<file path="config.mk">
export PLATFORM = sky130hd
export DESIGN_NAME = branch_sequencer
export DESIGN_NICKNAME = d
export VERILOG_FILES = /design/src/rtl/branch_sequencer.sv
export SDC_FILE = /design/constraint.sdc
export NUM_CORES = 1
export LEC_CHECK = 0
export ABC_AREA = 1
export CORE_MARGIN = 2
export CORE_UTILIZATION = 30
export CTS_CLUSTER_DIAMETER = 50
export CTS_CLUSTER_SIZE = 20
export DETAILED_ROUTE_END_ITERATION = 16
export PLACE_DENSITY = 0.64
export SETUP_SLACK_MARGIN = 0.5
export SYNTH_ARGS = -nofsm -noshare
export SYNTH_HDL_FRONTEND = slang
export SYNTH_SLANG_ARGS = --single-unit
</file>
<file path="constraint.sdc">
create_clock -name clk -period 2.1 [get_ports clk]
set_input_delay 0.315 -clock clk [delete_from_list [all_inputs] [get_ports clk]]
set_output_delay 0.315 -clock clk [all_outputs]
set_load 0.02 [all_outputs]
</file>
<file path="src/rtl/branch_sequencer.sv">
// ----------------------------------------------------------------------------
// branch_sequencer
//   Program-counter sequencer with a four-state run control FSM, absolute
//   unconditional/conditional branching on registered Z/N flags, a one-cycle
//   taken pulse and a saturating retired-instruction counter.
//
//   Optional feature macro: FLAG_BYPASS_EN
//     defined   : a conditional branch in a retiring cycle with flag_we=1
//                 tests alu_z/alu_n directly (same-cycle forwarding).
//     undefined : conditional branches always test the registered flags.
//
//   Ports
//     clk, rst_n        clock, asynchronous active-low reset
//     run, halt_req     start/resume and halt requests (halt wins)
//     stall             hold current instruction, no retire
//     branch, branch_if unconditional / conditional branch
//     brx               condition select (1 = N flag, 0 = Z flag)
//     flag_we           capture alu_z/alu_n on retire
//     alu_z, alu_n      ALU zero / negative results
//     target            absolute branch target
//     pc                current instruction address
//     instr_valid       high while state is RUN
//     flag_z, flag_n    registered condition flags
//     taken             pulse, cycle after a taken branch retires
//     state             IDLE=00, RUN=01, STALL=10, HALT=11
//     retired           saturating retired-instruction count
// ----------------------------------------------------------------------------
module branch_sequencer #(
    parameter int unsigned            PC_WIDTH     = 8,
    parameter logic [PC_WIDTH-1:0]    RESET_VECTOR = '0
) (
    input  logic                clk,
    input  logic                rst_n,
    input  logic                run,
    input  logic                halt_req,
    input  logic                stall,
    input  logic                branch,
    input  logic                branch_if,
    input  logic                brx,
    input  logic                flag_we,
    input  logic                alu_z,
    input  logic                alu_n,
    input  logic [PC_WIDTH-1:0] target,
    output logic [PC_WIDTH-1:0] pc,
    output logic                instr_valid,
    output logic                flag_z,
    output logic                flag_n,
    output logic                taken,
    output logic [1:0]          state,
    output logic [15:0]         retired
);

    localparam int unsigned RET_WIDTH = 16;

    localparam logic [1:0] ST_IDLE  = 2'b00;
    localparam logic [1:0] ST_RUN   = 2'b01;
    localparam logic [1:0] ST_STALL = 2'b10;
    localparam logic [1:0] ST_HALT  = 2'b11;

    logic [1:0]           r_state;
    logic [PC_WIDTH-1:0]  r_pc;
    logic                 r_flag_z;
    logic                 r_flag_n;
    logic                 r_taken;
    logic                 r_instr_valid;
    logic [RET_WIDTH-1:0] r_retired;

    logic [1:0]           w_state_nxt;
    logic                 w_retire;
    logic                 w_start;
    logic                 w_zsel;
    logic                 w_nsel;
    logic                 w_cond;

    // State register
    always_ff @(posedge clk or negedge rst_n) begin
        if (!rst_n) begin
            r_state <= ST_IDLE;
        end else begin
            r_state <= w_state_nxt;
        end
    end

    // Next state, retire qualification and branch condition
    always_comb begin
        w_state_nxt = r_state;
        w_retire    = 1'b0;
        w_start     = 1'b0;
        w_zsel      = r_flag_z;
        w_nsel      = r_flag_n;
        w_cond      = 1'b0;

        case (r_state)
            ST_IDLE: begin
                if (run && !halt_req) begin
                    w_state_nxt = ST_RUN;
                    w_start     = 1'b1;
                end
            end
            ST_RUN: begin
                if (halt_req) begin
                    w_state_nxt = ST_HALT;
                end else if (stall) begin
                    w_state_nxt = ST_STALL;
                end else begin
                    w_retire = 1'b1;
                end
            end
            ST_STALL: begin
                if (halt_req) begin
                    w_state_nxt = ST_HALT;
                end else if (!stall) begin
                    w_state_nxt = ST_RUN;
                end
            end
            ST_HALT: begin
                if (run && !halt_req) begin
                    w_state_nxt = ST_RUN;
                end
            end
            default: w_state_nxt = ST_IDLE;
        endcase

`ifdef FLAG_BYPASS_EN
        // Forward the ALU flags being written this cycle into the branch test
        if (flag_we) begin
            w_zsel = alu_z;
            w_nsel = alu_n;
        end
`endif

        w_cond = branch | (branch_if & (brx ? w_nsel : w_zsel));
    end

    // PC, flags, taken pulse and retire counter
    always_ff @(posedge clk or negedge rst_n) begin
        if (!rst_n) begin
            r_pc          <= RESET_VECTOR;
            r_flag_z      <= 1'b0;
            r_flag_n      <= 1'b0;
            r_taken       <= 1'b0;
            r_instr_valid <= 1'b0;
            r_retired     <= '0;
        end else begin
            r_instr_valid <= (w_state_nxt == ST_RUN);
            r_taken       <= w_retire & w_cond;
            if (w_retire) begin
                r_pc <= w_cond ? target : r_pc + PC_WIDTH'(1);
                if (flag_we) begin
                    r_flag_z <= alu_z;
                    r_flag_n <= alu_n;
                end
                if (r_retired != {RET_WIDTH{1'b1}}) begin
                    r_retired <= r_retired + RET_WIDTH'(1);
                end
            end else if (w_start) begin
                r_pc <= RESET_VECTOR;
            end
        end
    end

    assign pc          = r_pc;
    assign instr_valid = r_instr_valid;
    assign flag_z      = r_flag_z;
    assign flag_n      = r_flag_n;
    assign taken       = r_taken;
    assign state       = r_state;
    assign retired     = r_retired;

endmodule

</file>
[Yosys cells after proc, flatten, opt, wreduce, memory -nomap -nowiden]
Index checks and enable logic that the tools add are counted.
Storage, ports and cells
  input port bits: 19
  bits in registers: 30
Cells by class
  eq/ne operators: 5
  bitwise gates (word level): 3
  multiplexer cells: 15
  $add $sub $neg: 2
  reduce and logical (&&, ||, !) cells: 7
Operator list (number)
  $mux W8: 3
  $add A16 B1 Y16 const B: 1
  $ne A16 B16 Y1 const B: 1
  $mux W2: 5
  $add A8 B1 Y8 const B: 1
  $mux W1: 6
  $pmux W2 S3: 1
  $eq A2 B1 Y1 const B: 2
  $eq A2 B2 Y1 const B: 2
  $reduce_and A2 Y1: 2
  $and A1 B1 Y1: 2
  $logic_not A2 Y1: 1
  $reduce_bool A2 Y1: 1
  $reduce_or A2 Y1: 1
  $logic_and A1 B1 Y1: 1
  $logic_not A1 Y1: 1
  $or A1 B1 Y1: 1

[Logic depth before layout (Yosys ltp)]
Gate-level depths: netlist of run 1.
  word-level depth: 6
  depth in mapped cells: 9
  gate-level depth less buffers: 9

[Worst setup path after synthesis of run 1]
Ideal clock, no wire load.
  path type: reg-to-reg
  from: reg r_state[1] (netlist: state[1])
  to: reg r_retired[3] (netlist: retired[3])
  setup time: 0.119 ns
  path buffers: 1
  setup slack: 0.437 ns
  cell stages (with the launch flop): 9
  required time: 1.981 ns
  data arrival time: 1.544 ns
  cells stage by stage: dfrtp_1 -> inv_1 -> ha_1 -> inv_1 -> nor3_4 -> inv_4 -> nor2_4 -> buf_8 -> o21ai_2
On the way
  word-level cells in the longest chain between the ends: 3
RTL lines
  start, declared: RTL line 60  | logic [1:0] r_state;
  start signal, assigned: RTL line 80  | r_state <= w_state_nxt;
  $eq A2 B1 Y1: RTL line 93  | case (r_state)
  $mux W1: RTL line 93
  $reduce_and A2 Y1 (no source line)
  end signal, assigned: RTL line 154  | r_retired <= r_retired + RET_WIDTH'(1);
  end, declared: RTL line 66  | logic [RET_WIDTH-1:0] r_retired;
Every way passes these cells.
A chain may end at the register's enable or synchronous reset.

[Worst setup path in the final report of run 1]
  from: reg r_retired[0] (netlist: retired[0])
  to: out retired[0]
RTL lines
  end, declared: RTL line 50  | output logic [15:0] retired
No word-level cell between the ends.

==> results of run 1 <==
placed cells by master, fill, tap and decap left out, drive strengths merged, types with 10 or more instances in the layout:
cell type,count
inv,36
nand2,104
nor2,27
o21ai,20
buf,10
nand3,14
dlygate4sd2,25
clkdlybuf4s50,20
dfrtp,30
logic make-up after synthesis:
family          Yosys count
flops                    30
fa+ha+maj                 5
xor+xnor                  7
compound gates           29
simple gates            158
buf+inv                  39
sequential cells by signal, summed over array words and instances (netlist names):
| register | cells |
|---|---|
| flag_z | 1 |
| state | 2 |
| instr_valid | 1 |
| pc | 8 |
| retired | 16 |
| taken | 1 |
| flag_n | 1 |
power groups by stage:
| stage | logic (mW) | clock network, mW | registers, mW |
|---|---|---|---|
| 2_1_floorplan | 0.561 | 0 | 1.17 |
| 3_3_place_gp | 1.27 | 0 | 0.997 |
| 3_5_place_dp | 1.30 | 0 | 1.00 |
| 4_1_cts | 1.24 | 0.510 | 0.988 |
| 5_1_grt | 1.44 | 0.537 | 1.03 |
| 6_report | 1.31 | 0.495 | 0.991 |
routing by layer:
metal	track usage (%)	vias up
met3	2.087	7
met5	0	-
met4	6.110	0
li1	-	966
met1	18.40	896
met2	24.78	46
layout make-up:
class	count	area share, %
inverters	36	5.201
repair buffers	58	21.18
multi-input cells	199	37.87
clock inverters	2	0.4728
well taps	75	3.546
clock buffers	6	3.121
flip-flops and latches	30	28.61
how the worst max path moves through the flow:
stage / start / endpoint / cells after the start
finish: retired[0] / retired[0] / 2
global route: state[1] / instr_valid / 8
CTS: state[1] / instr_valid / 8
detailed placement: stall / retired[11] / 6
global placement: stall / retired[4] / 5
floorplan: state[1] / retired[3] / 8
cells in the mapped netlist:
library cell  instances
nand3b_1              2
nand2_1             104
xor2_1                2
o21ai_0              16
ha_1                  5
o21ai_2               4
nand3_1              13
inv_4                 1
inv_1                35
a21oi_1               7
nor2_1               26
nor3_1                2
o211ai_1              1
dfrtp_1              30
o21bai_1              1
nand4_1               7
xnor2_1               5
buf_8                 1
and2_1                1
nand3_2               1
nor2_4                1
buf_2                 2
nor3_4                1
worst max-delay path, delay by kind of cell, from the launching register on:
family,cells,cell delay [ns]
flip-flops,1,0.44
buffers and inverters,2,0.47
per-stage QoR:
step                setup slack (ns)  area, µm²  instances
global placement              0.3390       2447        390
CTS                           0.4760       2561        400
global route                  0.4894       2646        406
detailed placement            0.3058       2447        390
floorplan                     0.5137       1883        268
finish                        0.5834       2646        406
timing repair:
action	4_1_cts	5_1_grt
gates resized for setup	27	15
setup endpoints to repair	39	31
pin swaps	3	2
setup buffers	2	6
gates cloned	0	0
==> flow_summary.json, run 1 <==
{
  "status": "finished, final reports clean",
  "whs_ns": 0.4277,
  "period_minus_slack_ns": 1.517,
  "r2r_start": "state[1]",
  "r2r_cells": 7,
  "cp_cell_sequence": "buf_4 -> dlygate4sd2_1",
  "route.met3.wl_um": 183,
  "critPathArrivalTime_ns": 1.20,
  "crit_type": "reg -> out",
  "pwr-share-comb_pct": 46.8,
  "top_layer": "met4",
  "grt_max_degree": 31,
  "cts.sinks": 30,
  "rows": 28,
  "met2_length_um": 2437,
  "multi_input_area_um2": 1002,
  "timing.final.crit_share_pct": 72.22,
  "dr.pass1.iters": 4,
  "place_hpwl_um": 3545,
  "cpPeakStageDelay_ns": 0.44,
  "path_max_fanout": 4,
  "syn_avg_cell_area_um2": 6.970,
  "clock_power_share_pct": 17.7,
  "grtUsageTotal_pct": 14.56,
  "layout-drive-gt1-share_pct": 12.08,
  "worst_pin_slew_ns": 0.4126,
  "wl_per_cell_um": 11.98,
  "ys_ff_latch": 30,
  "drv_slew": 0,
  "hp-class": "in -> async",
  "synth_top_area_share_pct": 40.19,
  "power.density_nw_per_um2": 1055,
  "rsz0062_at_grt": "yes",
  "setup_viol_count_final": 0,
  "endpoint_kind": "output pin",
  "final_nets": 354,
  "worstSetupStartpointType": "flip-flop",
  "antenna_found_initial": 0,
  "ys_seq_area_share_pct": 40.19,
  "cts_tree": "yes",
  "drc_errors": 0,
  "htree_levels": 2,
  "met1_length_um": 2163,
  "die_area_um2": 6874,
  "seqCellArea_um2": 757.0,
  "drtAntennaViolNets": 0,
  "grt_pass1_wl_um": 8369,
  "via_count": 1915,
  "ios": 49,
  "slew_headroom_pct": 72.49,
  "grt_pass1_vias": 1820,
  "fillers": 614,
  "portBuffers": 48,
  "cts_hold_buffers": 0,
  "cts_root_buf": "clkbuf_8",
  "avgViaCountPerCell": 4.717,
  "critical-path-slowest-cell": "dfrtp_1",
  "routed_wl_um": 4863,
  "yosys.area_share.simple_pct": 35.63,
  "rrSetupSlack_ns": 0.61,
  "overflow": 0,
  "core_area_um2": 5956,
  "area_delta_synth_final_pct": 41.66,
  "yosys_warnings": 0,
  "synth-adder-area-share_pct": 3.349,
  "synth_area_leader_cell": "dfrtp_1",
  "syn-instance-count": 268,
  "synth_area_um2": 1868,
  "finalSetupTns_ns": 0,
  "vdd_drop_max_mv": 0.3928,
  "power_mw": 2.791,
  "clk_pin_slew_worst_paths_ns": 0.07,
  "final_util_pct": 44.43,
  "synth_top_family_by_area": "simple AND/OR/NAND/NOR gates",
  "synth_cell_types": 23,
  "clk_path_buf_depth": 2,
  "critPathRequiredTime_ns": 1.78,
  "r2r-end": "instr_valid",
  "place_congestion": 0.8278,
  "synth_compound_area_share_pct": 8.841,
  "drtIter0Drc": 107,
  "synth_xor_area_share_pct": 3.282,
  "yosys-top-cells-area": "dfrtp_1 (40%), nand2_1 (21%), inv_1 (7.0%), nor2_1 (5.2%), o21ai_0 (4.3%)",
  "swShare_pct": 42.80,
  "cap_violations": 0,
  "initial_utilization_pct": 31.37,
  "p_leak_nw": 1.325,
  "clock_skew_ns": 0.008561,
  "numCtsBuffers": 5,
  "num_antenna_cells": 0,
  "synth_nets": 292,
  "insertion_delay_ns": 0.29,
  "yosys-mux-area-fraction_pct": 0,
  "p_sw_mw": 1.195,
  "pwr-share-seq_pct": 35.5,
  "fmax_mhz": 659.4,
  "die_h_um": 82.91,
  "fp.dieW_um": 82.91,
  "hold_viol_final": 0,
  "p_int_mw": 1.596
}
Note: power is estimated with default switching activity, not from simulation.
==> run 2: changes to the inputs <==
==> constraint.sdc (replaced) <==
create_clock -name clk -period 1.4 [get_ports clk]
set_input_delay 0.21 -clock clk [delete_from_list [all_inputs] [get_ports clk]]
set_output_delay 0.21 -clock clk [all_outputs]
set_load 0.02 [all_outputs]
==> flow_summary.json, run 2 (synthesis results as in run 1) <==
{
  "status": "finished with violations",
  "violations": "negative setup slack",
  "cp_common_cell": "buf_12",
  "die_area_um2": 6874,
  "wl_per_cell_um": 11.60,
  "multi_input_area_um2": 1080,
  "cap_violations": 0,
  "insertion_delay_ns": 0.28,
  "drtAntennaViolNets": 0,
  "routed_wl_um": 5253,
  "dr.pass1.iters": 4,
  "via_count": 2040,
  "seqCellArea_um2": 755.7,
  "rsz0062_at_grt": "yes",
  "layout_common_cells": "nand2_1 (98), buf_6 (45), buf_4 (36), inv_1 (32), dfrtp_1 (26)",
  "place_congestion": 0.8298,
  "setup_ws_ns": -0.06504,
  "period_minus_slack_ns": 1.465,
  "rows": 28,
  "fp.dieW_um": 82.91,
  "clk_pin_slew_worst_paths_ns": 0.07,
  "ios": 49,
  "fillers": 590,
  "antenna_found_initial": 0,
  "layout-drive-gt1-share_pct": 34.92,
  "timing.final.crit_share_pct": 104.6,
  "area_delta_synth_final_pct": 73.74,
  "clock_skew_ns": 0.008902,
  "critPathBufInv": 5,
  "endpoint_kind": "flip-flop",
  "critical-path-slowest-cell": "dfrtp_2",
  "final_nets": 401,
  "final_common_cell": "nand2_1",
  "whs_ns": 0.2945,
  "cp_cell_sequence": "inv_2 -> ha_4 -> inv_4 -> nor3_4 -> buf_12 -> inv_8 -> nor2_4 -> buf_12 -> nand2_1 -> o21ai_2",
  "overflow": 0,
  "crit_type": "reg -> reg",
  "grtUsageTotal_pct": 15.52,
  "worst_pin_slew_ns": 0.2626,
  "avgViaCountPerCell": 4.503,
  "power.density_nw_per_um2": 1603,
  "worst_setup_path_startpoint": "state[1]",
  "hp-class": "in -> async",
  "worstSetupStartpointType": "flip-flop",
  "drtIter0Drc": 52,
  "final_util_pct": 54.50,
  "cpPeakStageDelay_ns": 0.41,
  "grt_max_degree": 31,
  "setup_viol_count_final": 22,
  "critical_path.top_delay_family": "buffers and inverters",
  "place_hpwl_um": 3740,
  "num_antenna_cells": 0,
  "grt_pass1_wl_um": 8749,
  "numCtsBuffers": 5,
  "finalSetupTns_ns": -0.7012,
  "critPathArrivalTime_ns": 1.67,
  "die_h_um": 82.91,
  "slew_headroom_pct": 82.43,
  "r2r_start": "state[1]",
  "portBuffers": 48,
  "cts_hold_buffers": 0,
  "grt_pass1_vias": 1971,
  "p_leak_nw": 1.576,
  "fmax_mhz": 682.6,
  "cts_root_buf": "clkbuf_8",
  "htree_levels": 2,
  "power_mw": 5.202,
  "hold_viol_final": 0,
  "drv_slew": 0,
  "path_max_fanout": 15,
  "clk_path_buf_depth": 2,
  "critPathRequiredTime_ns": 1.61,
  "drc_errors": 0,
  "core_area_um2": 5956,
  "largest_reg_flops": 16,
  "cts.sinks": 30,
  "vdd_drop_max_mv": 0.9188,
  "cts_tree": "yes",
  "initial_utilization_pct": 31.37
}
==> run 2: changes by cell type in the layout (fill, tap and decap cells not counted), moves of 5 or more <==
cell	before	now
a21oi_1	7	2
buf_6	1	45
o21ai_0	15	6
buf_4	7	36
dlygate4sd2_1	25	0
o21ai_1	1	8
==> run 2: cell type report <==
class	count	area share (%)
clock buffer	5	2.120
clock inverter	3	1.234
inverter	36	4.472
multi-input combinational	199	33.27
sequential	30	23.28
tap	75	2.891
timing repair buffer	105	32.73
==> run 2: path summary, 6_finish.rpt <==
check / to / slack (ns) / depth (start not counted)
max: retired[11] / -0.07 / 10
min: instr_valid / 0.29 / 2
max reg2reg: retired[11] / -0.07 / 10
min reg2reg: flag_n / 0.57 / 2
max in group asynchronous: retired[1] / 0.92 / 2
min in group clk: flag_n / 0.51 / 3
==> run 2: metal layers <==
metal | wire length, µm | track usage [%] | share of wire (%) | vias up
met5 | 0 | 0 | 0 | -
met4 | 31 | 4.918 | 0.59 | 0
met3 | 296 | 4.076 | 5.6 | 2
met2 | 2706 | 27.93 | 52 | 53
met1 | 2219 | 17.85 | 42 | 925
li1 | - | - | - | 1060
==> run 2: through the flow <==
stage	instances	instance area, µm²	setup WS (ns)
floorplan	268	1892	-0.1841
global placement	430	2800	-0.1742
detailed placement	430	2800	-0.2004
CTS	449	3163	-0.07526
global route	453	3246	-0.1418
finish	453	3246	-0.06504
==> run 2: power breakdown <==
part	internal [mW]	leakage [nW]	switching (mW)
sequential	1.15	0.387	0.235
combinational	1.52	1.13	1.43
clock	0.523	0.0579	0.342
total	3.19	1.58	2.01
==> run 2: timing repair <==
action                                  4_1_cts  5_1_grt
resized for setup                           207       24
endpoints found under the setup margin       60       60
pin swaps                                    10        5
gates cloned                                  0        0
setup buffers                                11        4
==> run 3: changes to the inputs <==
--- a/config.mk
+++ b/config.mk
@@ -8,6 +8,7 @@
 export ABC_AREA = 1
 export CORE_MARGIN = 2
 export CORE_UTILIZATION = 30
+export CTS_BUF_LIST = sky130_fd_sc_hd__clkbuf_4
 export CTS_CLUSTER_DIAMETER = 50
 export CTS_CLUSTER_SIZE = 20
 export DETAILED_ROUTE_END_ITERATION = 16
==> constraint.sdc (replaced) <==
create_clock -name clk -period 1.8 [get_ports clk]
set_input_delay 0.27 -clock clk [delete_from_list [all_inputs] [get_ports clk]]
set_output_delay 0.27 -clock clk [all_outputs]
set_load 0.02 [all_outputs]
==> flow_summary.json, run 3 (synthesis results as in run 1) <==
{
  "final_util_pct": 50.27,
  "r2r_start": "state[1]",
  "core_area_um2": 5956,
  "final_common_cell": "nand2_1",
  "clock_skew_ns": 0.006072,
  "num_antenna_cells": 0,
  "critPathRequiredTime_ns": 2.06,
  "clk_pin_slew_worst_paths_ns": 0.10,
  "power.density_nw_per_um2": 1201,
  "grtUsageTotal_pct": 16.50,
  "cts_root_buf": "clkbuf_4",
  "place_congestion": 0.7694,
  "worst_pin_slew_ns": 0.3910,
  "cts_tree": "yes",
  "cap_violations": 0,
  "pre_cts_ws_ns": 0.02833,
  "layout-drive-gt1-share_pct": 39.73,
  "numCtsBuffers": 5,
  "critical-path-slowest-cell": "dfrtp_2",
  "final_nets": 388,
  "wl_per_cell_um": 12.81,
  "grt_pass1_wl_um": 9370,
  "rrSetupSlack_ns": 0.28,
  "clk_path_buf_depth": 2,
  "avgViaCountPerCell": 4.711,
  "status": "finished, final reports clean",
  "endpoint_kind": "flip-flop",
  "fp.dieW_um": 82.91,
  "period_minus_slack_ns": 1.525,
  "grt_pass1_vias": 2023,
  "ios": 49,
  "finalSetupTns_ns": 0,
  "fmax_mhz": 655.8,
  "cp_cell_sequence": "inv_2 -> ha_4 -> inv_4 -> nor3_4 -> buf_6 -> inv_8 -> nor2_4 -> buf_6 -> buf_12 -> nand2_1 -> o21ai_2",
  "largest_reg_flops": 16,
  "critPathArrivalTime_ns": 1.79,
  "cpPeakStageDelay_ns": 0.42,
  "worst_setup_path_startpoint": "state[1]",
  "setup_viol_count_final": 0,
  "r2r-end": "retired[11]",
  "setup_ws_ns": 0.2752,
  "antenna_found_initial": 0,
  "p_leak_nw": 1.479,
  "cts.sinks": 30,
  "via_count": 2073,
  "grt_max_degree": 31,
  "fillers": 592,
  "portBuffers": 48,
  "die_area_um2": 6874,
  "cp_common_cell": "buf_6",
  "layout_common_cells": "nand2_1 (76), buf_4 (34), inv_1 (31), nand2_2 (22), dfrtp_1 (21)",
  "dr.pass1.iters": 4,
  "drc_errors": 0,
  "die_h_um": 82.91,
  "routed_wl_um": 5635,
  "power_mw": 3.595,
  "timing.final.crit_share_pct": 84.71,
  "vdd_drop_max_mv": 0.5309,
  "insertion_delay_ns": 0.33,
  "area_delta_synth_final_pct": 60.28,
  "place_hpwl_um": 3456,
  "initial_utilization_pct": 31.37,
  "hp-class": "in -> async",
  "r2r_cells": 11,
  "drtIter0Drc": 68,
  "hold_viol_final": 0,
  "cts_hold_buffers": 0,
  "worstSetupStartpointType": "flip-flop",
  "drv_slew": 0,
  "rsz0062_at_grt": "yes",
  "htree_levels": 2,
  "path_max_fanout": 8,
  "rows": 28,
  "slew_headroom_pct": 73.93,
  "drtAntennaViolNets": 0,
  "overflow": 0,
  "crit_type": "reg -> reg"
}
## run 3: layout make-up
class	count	area [µm²]	area share, %
Clock buffer	6	45.04	1.504
Multi-Input combinational cell	199	1160	38.74
Timing Repair Buffer	92	772.0	25.78
Clock inverter	2	8.758	0.2925
Sequential cell	30	762.0	25.45
Tap cell	75	93.84	3.134
Inverter	36	152.6	5.098
## run 3: critical path, delay by kind of cell (launching register included)
| family | cells | cell delay, ns |
|---|---|---|
| AO/OA/AOI/OAI | 1 | 0.06 |
| flip-flops | 1 | 0.42 |
| buffers and inverters | 6 | 0.52 |
| AND/OR/NAND/NOR | 3 | 0.31 |
| adder cells (fa/ha/maj) | 1 | 0.14 |
## run 3: stage by stage
stage	hold slack (ns)	cells	area, µm²
after floorplan	-0.02559	268	1892
after global placement	0.5187	393	2485
after detailed placement	0.5327	393	2485
after CTS	0.3296	431	2843
after global routing	0.3585	440	2994
final	0.3286	440	2994
## run 3: timing repair
| action | 4_1_cts | 5_1_grt |
|---|---|---|
| gates resized for setup | 156 | 49 |
| gates cloned | 2 | 0 |
| setup buffers | 28 | 9 |
| setup endpoints to repair | 60 | 45 |
| pin swaps | 12 | 2 |
## run 3: worst max path at each step
stage	endpoint	slack [ns]
3_5_place_dp	retired[11]	0.03
4_1_cts	retired[11]	0.28
5_1_grt	retired[11]	0.19
3_3_place_gp	retired[4]	0.09
2_1_floorplan	retired[3]	0.22
6_report	retired[11]	0.28
## run 3: metal layers
metal	GRT usage (%)	wire, µm	vias to the layer above
met3	5.070	342	6
li1	-	-	1035
met2	27.57	2755	56
met1	20.42	2474	976
met5	0	0	-
met4	4.918	62	0
## run 3: report_power, final
part / leakage [nW] / switching (mW) / total, mW / internal, mW
clock network: 0.0331 / 0.238 / 0.399 / 0.162
registers: 0.380 / 0.217 / 1.12 / 0.898
logic: 1.07 / 1.12 / 2.08 / 0.956
total: 1.48 / 1.58 / 3.59 / 2.02
